File: src/rtl/regfile_snapshot.sv
// Purpose:  shadow register file mirroring writebacks; streams a snapshot per commit (full or dirty-only).
// Latency:  commit in cycle T -> first beat valid in T+1; every output is registered.
// Backpress: out_ready low stalls the beat with fields held; writebacks during a snapshot queue in a FIFO.
//
// Ports:
//   clk, rst_n              clock, synchronous active-low reset
//   wb_en/wb_addr/wb_data   writeback from the core
//   commit_valid/commit_pc  retirement event and its PC
//   out_valid/out_ready     snapshot beat handshake
//   out_idx/out_data/out_pc/out_last  beat payload
//   busy, drop_cnt, pend_ovf          status

module sync_fifo #(
    parameter int W     = 8,
    parameter int DEPTH = 4
) (
    input  logic                       clk,
    input  logic                       rst_n,
    input  logic                       push,
    input  logic [W-1:0]               push_dat,
    input  logic                       pop,
    output logic [W-1:0]               pop_dat,
    output logic                       full,
    output logic                       empty,
    output logic [$clog2(DEPTH):0]     count
);
    localparam int PW = $clog2(DEPTH);

    logic [W-1:0]  mem [DEPTH];
    logic [PW-1:0] wptr, rptr;
    logic          do_push, do_pop;

    assign full    = (count == (PW+1)'(DEPTH));
    assign empty   = (count == '0);
    // A full FIFO still accepts a push when the same cycle pops a slot free.
    assign do_push = push && (!full || pop);
    assign do_pop  = pop && !empty;
    assign pop_dat = mem[rptr];

    always_ff @(posedge clk) begin
        if (do_push) mem[wptr] <= push_dat;
    end

    always_ff @(posedge clk) begin
        if (!rst_n) begin
            wptr  <= '0;
            rptr  <= '0;
            count <= '0;
        end else begin
            if (do_push) wptr <= wptr + 1'b1;
            if (do_pop)  rptr <= rptr + 1'b1;
            count <= count + (PW+1)'(do_push) - (PW+1)'(do_pop);
        end
    end
endmodule

module regfile_snapshot #(
    parameter int XLEN       = 64,
    parameter int NREG       = 32,
    parameter int AW         = $clog2(NREG),
    parameter int DIRTY_ONLY = 0,
    parameter int PEND_DEPTH = 4
) (
    input  logic            clk,
    input  logic            rst_n,
    input  logic            wb_en,
    input  logic [AW-1:0]   wb_addr,
    input  logic [XLEN-1:0] wb_data,
    input  logic            commit_valid,
    input  logic [XLEN-1:0] commit_pc,
    output logic            out_valid,
    input  logic            out_ready,
    output logic [AW-1:0]   out_idx,
    output logic [XLEN-1:0] out_data,
    output logic [XLEN-1:0] out_pc,
    output logic            out_last,
    output logic            busy,
    output logic [15:0]     drop_cnt,
    output logic            pend_ovf
);
    localparam int CW = $clog2(PEND_DEPTH) + 1;

    typedef enum logic [1:0] {IDLE, SCAN, DRAIN} state_t;
    state_t state;

    logic [XLEN-1:0] shadow [NREG];
    logic [NREG-1:0] dirty, dirty_nxt;

    function automatic logic [AW-1:0] lowest(input logic [NREG-1:0] v);
        logic [AW-1:0] r;
        r = '0;
        for (int i = NREG - 1; i >= 0; i--)
            if (v[i]) r = AW'(i);
        return r;
    endfunction

    function automatic logic [NREG-1:0] bit_of(input logic [AW-1:0] idx);
        return NREG'(1) << idx;
    endfunction

    // Pending-write FIFO
    logic               push, pop, push_acc, fifo_full, fifo_empty;
    logic [CW-1:0]      fifo_cnt, cnt_nxt;
    logic [AW+XLEN-1:0] pop_dat;
    logic [AW-1:0]      pop_addr;
    logic [XLEN-1:0]    pop_data;

    assign push     = wb_en && (state != IDLE);
    assign pop      = (state == DRAIN) && !fifo_empty;
    assign push_acc = push && (!fifo_full || pop);
    assign cnt_nxt  = fifo_cnt + CW'(push_acc) - CW'(pop);
    assign {pop_addr, pop_data} = pop_dat;

    sync_fifo #(.W(AW + XLEN), .DEPTH(PEND_DEPTH)) u_pend (
        .clk      (clk),
        .rst_n    (rst_n),
        .push     (push),
        .push_dat ({wb_addr, wb_data}),
        .pop      (pop),
        .pop_dat  (pop_dat),
        .full     (fifo_full),
        .empty    (fifo_empty),
        .count    (fifo_cnt)
    );

    // Single shadow write port: live writeback in IDLE, FIFO replay in DRAIN.
    // The shadow never changes during SCAN, which is what keeps a snapshot consistent.
    logic            wb_ok, hs, sh_we;
    logic [AW-1:0]   sh_addr;
    logic [XLEN-1:0] sh_data;

    assign wb_ok = wb_en && (wb_addr != '0) && (int'(wb_addr) < NREG);
    assign hs    = out_valid && out_ready;

    always_comb begin
        sh_we   = 1'b0;
        sh_addr = '0;
        sh_data = '0;
        if (state == IDLE && wb_ok) begin
            sh_we   = 1'b1;
            sh_addr = wb_addr;
            sh_data = wb_data;
        end else if (pop && pop_addr != '0 && int'(pop_addr) < NREG) begin
            sh_we   = 1'b1;
            sh_addr = pop_addr;
            sh_data = pop_data;
        end
    end

    // Clear first, then set, so a simultaneous set wins.
    always_comb begin
        dirty_nxt = dirty;
        if (DIRTY_ONLY != 0 && state == SCAN && hs) dirty_nxt = dirty_nxt & ~bit_of(out_idx);
        if (sh_we) dirty_nxt = dirty_nxt | bit_of(sh_addr);
    end

    // First beat (at commit) and following beat (after a handshake).
    logic [NREG-1:0] cmask, rem;
    logic [AW-1:0]   start_idx, next_idx;
    logic            start_last, next_last;
    logic [XLEN-1:0] start_data, next_data;

    always_comb begin
        cmask = dirty | (wb_ok ? bit_of(wb_addr) : '0);
        rem   = dirty & ~bit_of(out_idx);
        if (DIRTY_ONLY != 0) begin
            // An empty mask yields idx 0 with last set, and x0 always reads 0.
            start_idx  = lowest(cmask);
            start_last = ((cmask & ~bit_of(start_idx)) == '0);
            next_idx   = lowest(rem);
            next_last  = ((rem & ~bit_of(next_idx)) == '0);
        end else begin
            start_idx  = '0;
            start_last = (NREG == 1);
            next_idx   = out_idx + 1'b1;
            next_last  = (int'(next_idx) == NREG - 1);
        end
        // A writeback in the commit cycle lands in the shadow at the same edge; bypass it.
        start_data = (wb_ok && wb_addr == start_idx) ? wb_data : shadow[start_idx];
        next_data  = shadow[next_idx];
    end

    always_ff @(posedge clk) begin
        if (!rst_n) begin
            for (int i = 0; i < NREG; i++) shadow[i] <= '0;
            dirty <= '0;
        end else begin
            if (sh_we) shadow[sh_addr] <= sh_data;
            dirty <= dirty_nxt;
        end
    end

    always_ff @(posedge clk) begin
        if (!rst_n) begin
            state     <= IDLE;
            out_valid <= 1'b0;
            out_idx   <= '0;
            out_data  <= '0;
            out_pc    <= '0;
            out_last  <= 1'b0;
            busy      <= 1'b0;
            drop_cnt  <= '0;
            pend_ovf  <= 1'b0;
        end else begin
            if (push && fifo_full && !pop) pend_ovf <= 1'b1;
            if (commit_valid && state != IDLE && drop_cnt != 16'hFFFF)
                drop_cnt <= drop_cnt + 16'd1;

            case (state)
                IDLE: begin
                    if (commit_valid) begin
                        state     <= SCAN;
                        busy      <= 1'b1;
                        out_valid <= 1'b1;
                        out_pc    <= commit_pc;
                        out_idx   <= start_idx;
                        out_data  <= start_data;
                        out_last  <= start_last;
                    end
                end
                SCAN: begin
                    if (hs) begin
                        if (out_last) begin
                            out_valid <= 1'b0;
                            out_last  <= 1'b0;
                            state     <= (cnt_nxt != '0) ? DRAIN : IDLE;
                            busy      <= (cnt_nxt != '0);
                        end else begin
                            out_idx  <= next_idx;
                            out_data <= next_data;
                            out_last <= next_last;
                        end
                    end
                end
                DRAIN: begin
                    if (cnt_nxt == '0) begin
                        state <= IDLE;
                        busy  <= 1'b0;
                    end
                end
                default: begin
                    state <= IDLE;
                    busy  <= 1'b0;
                end
            endcase
        end
    end
endmodule

File: config.mk
export PLATFORM = sky130hd
export DESIGN_NAME = regfile_snapshot
export DESIGN_NICKNAME = d
export VERILOG_FILES = /design/src/rtl/regfile_snapshot.sv
export SDC_FILE = /design/constraint.sdc
export NUM_CORES = 2
export LEC_CHECK = 0
export ABC_AREA = 0
export CORE_ASPECT_RATIO = 0.6
export CORE_MARGIN = 5
export CORE_UTILIZATION = 60
export DETAILED_ROUTE_END_ITERATION = 10
export PLACE_DENSITY = 0.78
export SLEW_MARGIN = 0
export SYNTH_ARGS = -nofsm -noshare
export SYNTH_HDL_FRONTEND = slang
export SYNTH_SLANG_ARGS = --single-unit
File: constraint.sdc
create_clock -name clk -period 29.7 [get_ports clk]
set_clock_uncertainty 0.2 [all_clocks]
set_input_delay 5.94 -clock clk [delete_from_list [all_inputs] [get_ports clk]]
set_output_delay 5.94 -clock clk [all_outputs]
set_load 0.03 [all_outputs]
==> out/metrics.csv <==
stage;metric;value;unit
timing;Final setup violation count;0;
clocking;cts hold-fix bufs;0;
floorplan;core area;173200;sq um
clocking;Resized cells post-CTS;0;
timing;Max Freq;0.09164;GHz
floorplan;die area;183600;sq um
power;power per cell area;62.81;nW/um^2
synthesis;Synth Warn #;0;
critical_path;reg2reg end;shadow[10][4];
floorplan;num ports;291;
synthesis;register area share after synthesis;69.63;%
drt;final antenna-violating net count;0;
drt;TritonRoute pass-1 iters;8;
critical_path;CP dominant cell by count;nand2_4;
clocking;Clock Latency Late Sink;890;ps
synthesis;Syn Inst Count;6840;
synthesis;synth unique cells;69;
critical_path;crit-path leading delay family;simple AND/OR/NAND/NOR gates;
critical_path;CP max FO;65;
outcome;outcome;completed;
hold_path;min-delay worst type;flip-flop to flip-flop;
grt;vias in the first global route;63580;
synthesis;Post-synth EDFFs;2324;
timing;Final Hold Fails;0;
grt;initial antenna violation count;5;
placed_design;dpl cell area;110000;sq um
critical_path;Crit path largest cell delay;1180;ps
critical_path;Worst Setup SP;wb_en;
timing;min Tclk post-route;10910;ps
grt;first-pass GRT wire length;447.6;mm
clocking;clock sink total;2488;
critical_path;R2R setup slack;23550;ps
floorplan;Initial Util;60.60;%
critical_path;CP Cell Sequence;clkdlybuf4s50_1 > nor3b_2 > a32oi_2 > buf_4 > nor3_1 > nand2_4 > nand2_4;
power;P_leak;0.03786;uW
timing;Period Utilization, post-route;36.74;%
timing;Slew @ Worst Pin;1431;ps
critical_path;worst r2r path cells;7;
synthesis;Area contributors post-synth;edfxtp_1 67%, mux4_2 13%, nor2_1 7.2%, dfxtp_1 3.1%, buf_2 1.9%;
cells_and_area;Fillers;11180;
synthesis;Synth Area per Inst;15.34;sq um
clocking;Post-CTS Setup Inserts;0;
clocking;Clk pin slew, worst setup/hold paths;70;ps
critical_path;Crit. End Element;flip-flop;
timing;Rel. slew slack;4.612;%
clocking;htree depth;4;
cells_and_area;cell area after layout;116900;sq um
drt;Detailed Route WL;311.0;mm
floorplan;Cell Rows;118;
cells_and_area;Post-Route Utilization;67.49;%
floorplan;DIE HEIGHT;333.9;um
clocking;total CTS buffers;220;
clocking;CTS tree;built;
timing;unrepaired setup endpoints after global routing;false;
critical_path;arrival time at the worst endpoint;11180;ps
placed_design;Port Buffer Count;290;
clocking;CTS root buf;clkbuf_16;
power;Final Total Pwr;7341;uW
timing;fin. max-slew vios;0;
placed_design;Final GP Congestion;0.9012;
drt;via count;64880;
grt;largest net degree at the start of global routing;133;
synthesis;Synth Register Bits;2488;
floorplan;Die W;549.9;um
critical_path;WP depth;7;
cells_and_area;share of layout cells above drive strength 1;18.25;%
grt;GR Util All Layers;33.70;%
placed_design;HPWL Detailed;177.2;mm
flow_run;Max Cap Viol;0;
critical_path;CP Class;input port to flip-flop;
placed_design;cell count after placement;9035;
synthesis;top cell type's share of synthesized area;66.50;%
critical_path;Worst Setup Start Kind;input port;
cells_and_area;fin cells;9431;
critical_path;Worst Setup EP;shadow[10][4];
synthesis;Post-synth ARST share;0;%
synthesis;leading area contributor after synthesis;edfxtp_1;
power;Max VDD drop;0.00005846;V
grt;grt ovf;0;
drt;DR DRC count;0;
critical_path;Buffers & Inverters on Critical Path;2;
drt;drt first-iter violations;11640;
critical_path;slowest CP cell;nand2_4;
synthesis;Mapped Area;104900;sq um
clocking;Max clock buf depth;4;
timing;Fin Setup TNS;0;ps
synthesis;Top FF cell, synth;edfxtp_1;
drt;Vias/cell;6.880;
critical_path;Worst EP required;29960;ps
cells_and_area;nets@finish;7067;
cells_and_area;Area Growth Syn to Fin;11.38;%
drt;wire per inst;32.98;um
==> per-layer routing <==
metal / global-route usage (%) / share of wire (%)
met1: 48.87 / 35
met2: 47.74 / 43
met3: 11.86 / 17
met4: 12.72 / 4.4
met5: 0 / 0.011
==> final cells by class <==
class | count | area (sq um) | area share, %
clock inverters | 101 | 973.4 | 0.8328
repair buffers | 467 | 4295 | 3.675
flip-flops and latches | 2488 | 73080 | 62.52
multi-input cells | 3729 | 29660 | 25.37
well taps | 2340 | 2928 | 2.505
diodes | 2 | 5.005 | 0.004282
inverters | 11 | 48.80 | 0.04175
clock buffers | 293 | 5901 | 5.048
==> layout by cell type, fill, tap and decap left out, drive strengths merged, types with 6 or more instances in the layout <==
| master | n |
|---|---|
| o31ai | 7 |
| a221oi | 15 |
| edfxtp | 2324 |
| o221ai | 42 |
| o221a | 42 |
| ha | 12 |
| clkinv | 68 |
| a211oi | 12 |
| buf | 178 |
| or4 | 18 |
| a31oi | 25 |
| nor2b | 43 |
| mux4 | 623 |
| mux2i | 134 |
| o21ai | 29 |
| nand3 | 28 |
| bufinv | 18 |
| o22a | 14 |
| dfxtp | 164 |
| nor3 | 9 |
| clkbuf | 293 |
| conb | 64 |
| clkinvlp | 9 |
| or3 | 6 |
| a2bb2oi | 9 |
| a21oi | 128 |
| a2111oi | 10 |
| nand2 | 296 |
| a22oi | 64 |
| inv | 17 |
| xnor2 | 13 |
| clkdlybuf4s50 | 289 |
| a21o | 10 |
| nor2 | 2019 |
==> worst min-delay path by stage <==
stage / from / to / slack, ps / cells after the start
after CTS: out_pc[41] / out_pc[41] / 260 / 2
after global placement: out_pc[37] / out_pc[37] / 240 / 2
after detailed placement: out_pc[41] / out_pc[41] / 250 / 2
after floorplan: u_pend.rptr[1] / flip-flop / 280 / 2
final: out_pc[44] / out_pc[44] / 250 / 2
after global routing: out_pc[20] / out_pc[20] / 270 / 2
==> cell families after synthesis <==
| kind of cell | after synthesis | share of synthesized area [%] |
|---|---|---|
| flip-flops | 2488 | 69.63 |
| AND/OR/NAND/NOR | 2451 | 9.143 |
| multiplexers | 757 | 14.65 |
| buffers and inverters | 686 | 3.022 |
| AO/OA/AOI/OAI | 427 | 3.247 |
| XOR/XNOR | 18 | 0.1633 |
| adder cells (fa/ha/maj) | 12 | 0.1431 |
| other | 1 | 0.003573 |
==> where the power goes <==
| part | switching (uW) | total (uW) | internal, uW |
|---|---|---|---|
| sequential | 51.3 | 4010 | 3960 |
| clock | 1280 | 2820 | 1550 |
| combinational | 343 | 506 | 163 |
==> tightest hold or removal path: stages, from the launching register on <==
cell and delay [ps]:
dfxtp_1 310, nand2_1 50, a21oi_1 50
==> stage by stage <==
step | worst slack (ps) | hold WS, ps
2_1_floorplan | 15690 | 284.7
3_3_place_gp | 18460 | 240.9
3_5_place_dp | 18240 | 246.5
4_1_cts | 19080 | 255.2
5_1_grt | 18840 | 269.7
6_report | 18790 | 253.3
==> state kept, by name, indices dropped and copies added (netlist names), 2 cells and up, named ones only <==
signal        count
shadow         2048
u_pend.mem      276
out_data         64
out_pc           64
drop_cnt         16
out_idx           5
u_pend.count      3
state             2
u_pend.rptr       2
u_pend.wptr       2
==> synthesized netlist by cell type (3+ instances only) <==
library cell / instances
a221oi_1: 14
nor2b_1: 43
buf_1: 34
nand3_1: 28
nand2b_1: 5
nor2_1: 2019
o31ai_1: 7
a211oi_1: 11
o22a_1: 14
xor2_1: 4
a21o_1: 10
nand3b_1: 3
nand4_1: 4
or4_1: 18
a32oi_1: 4
and2_1: 5
nand2_1: 296
a21oi_1: 126
dfxtp_1: 164
nor3_1: 6
clkbuf_1: 231
o221a_2: 42
mux2i_1: 134
a2111oi_0: 10
xnor2_1: 13
buf_4: 6
mux4_2: 623
a22oi_2: 60
nor4_1: 3
or3_1: 5
o221ai_1: 42
o211ai_1: 3
ha_1: 12
inv_1: 11
a2bb2oi_1: 9
buf_6: 11
buf_2: 393
a31oi_1: 25
edfxtp_1: 2324
a22oi_1: 4
o21ai_0: 28
No activity file was read; power rests on OpenSTA's default activity.
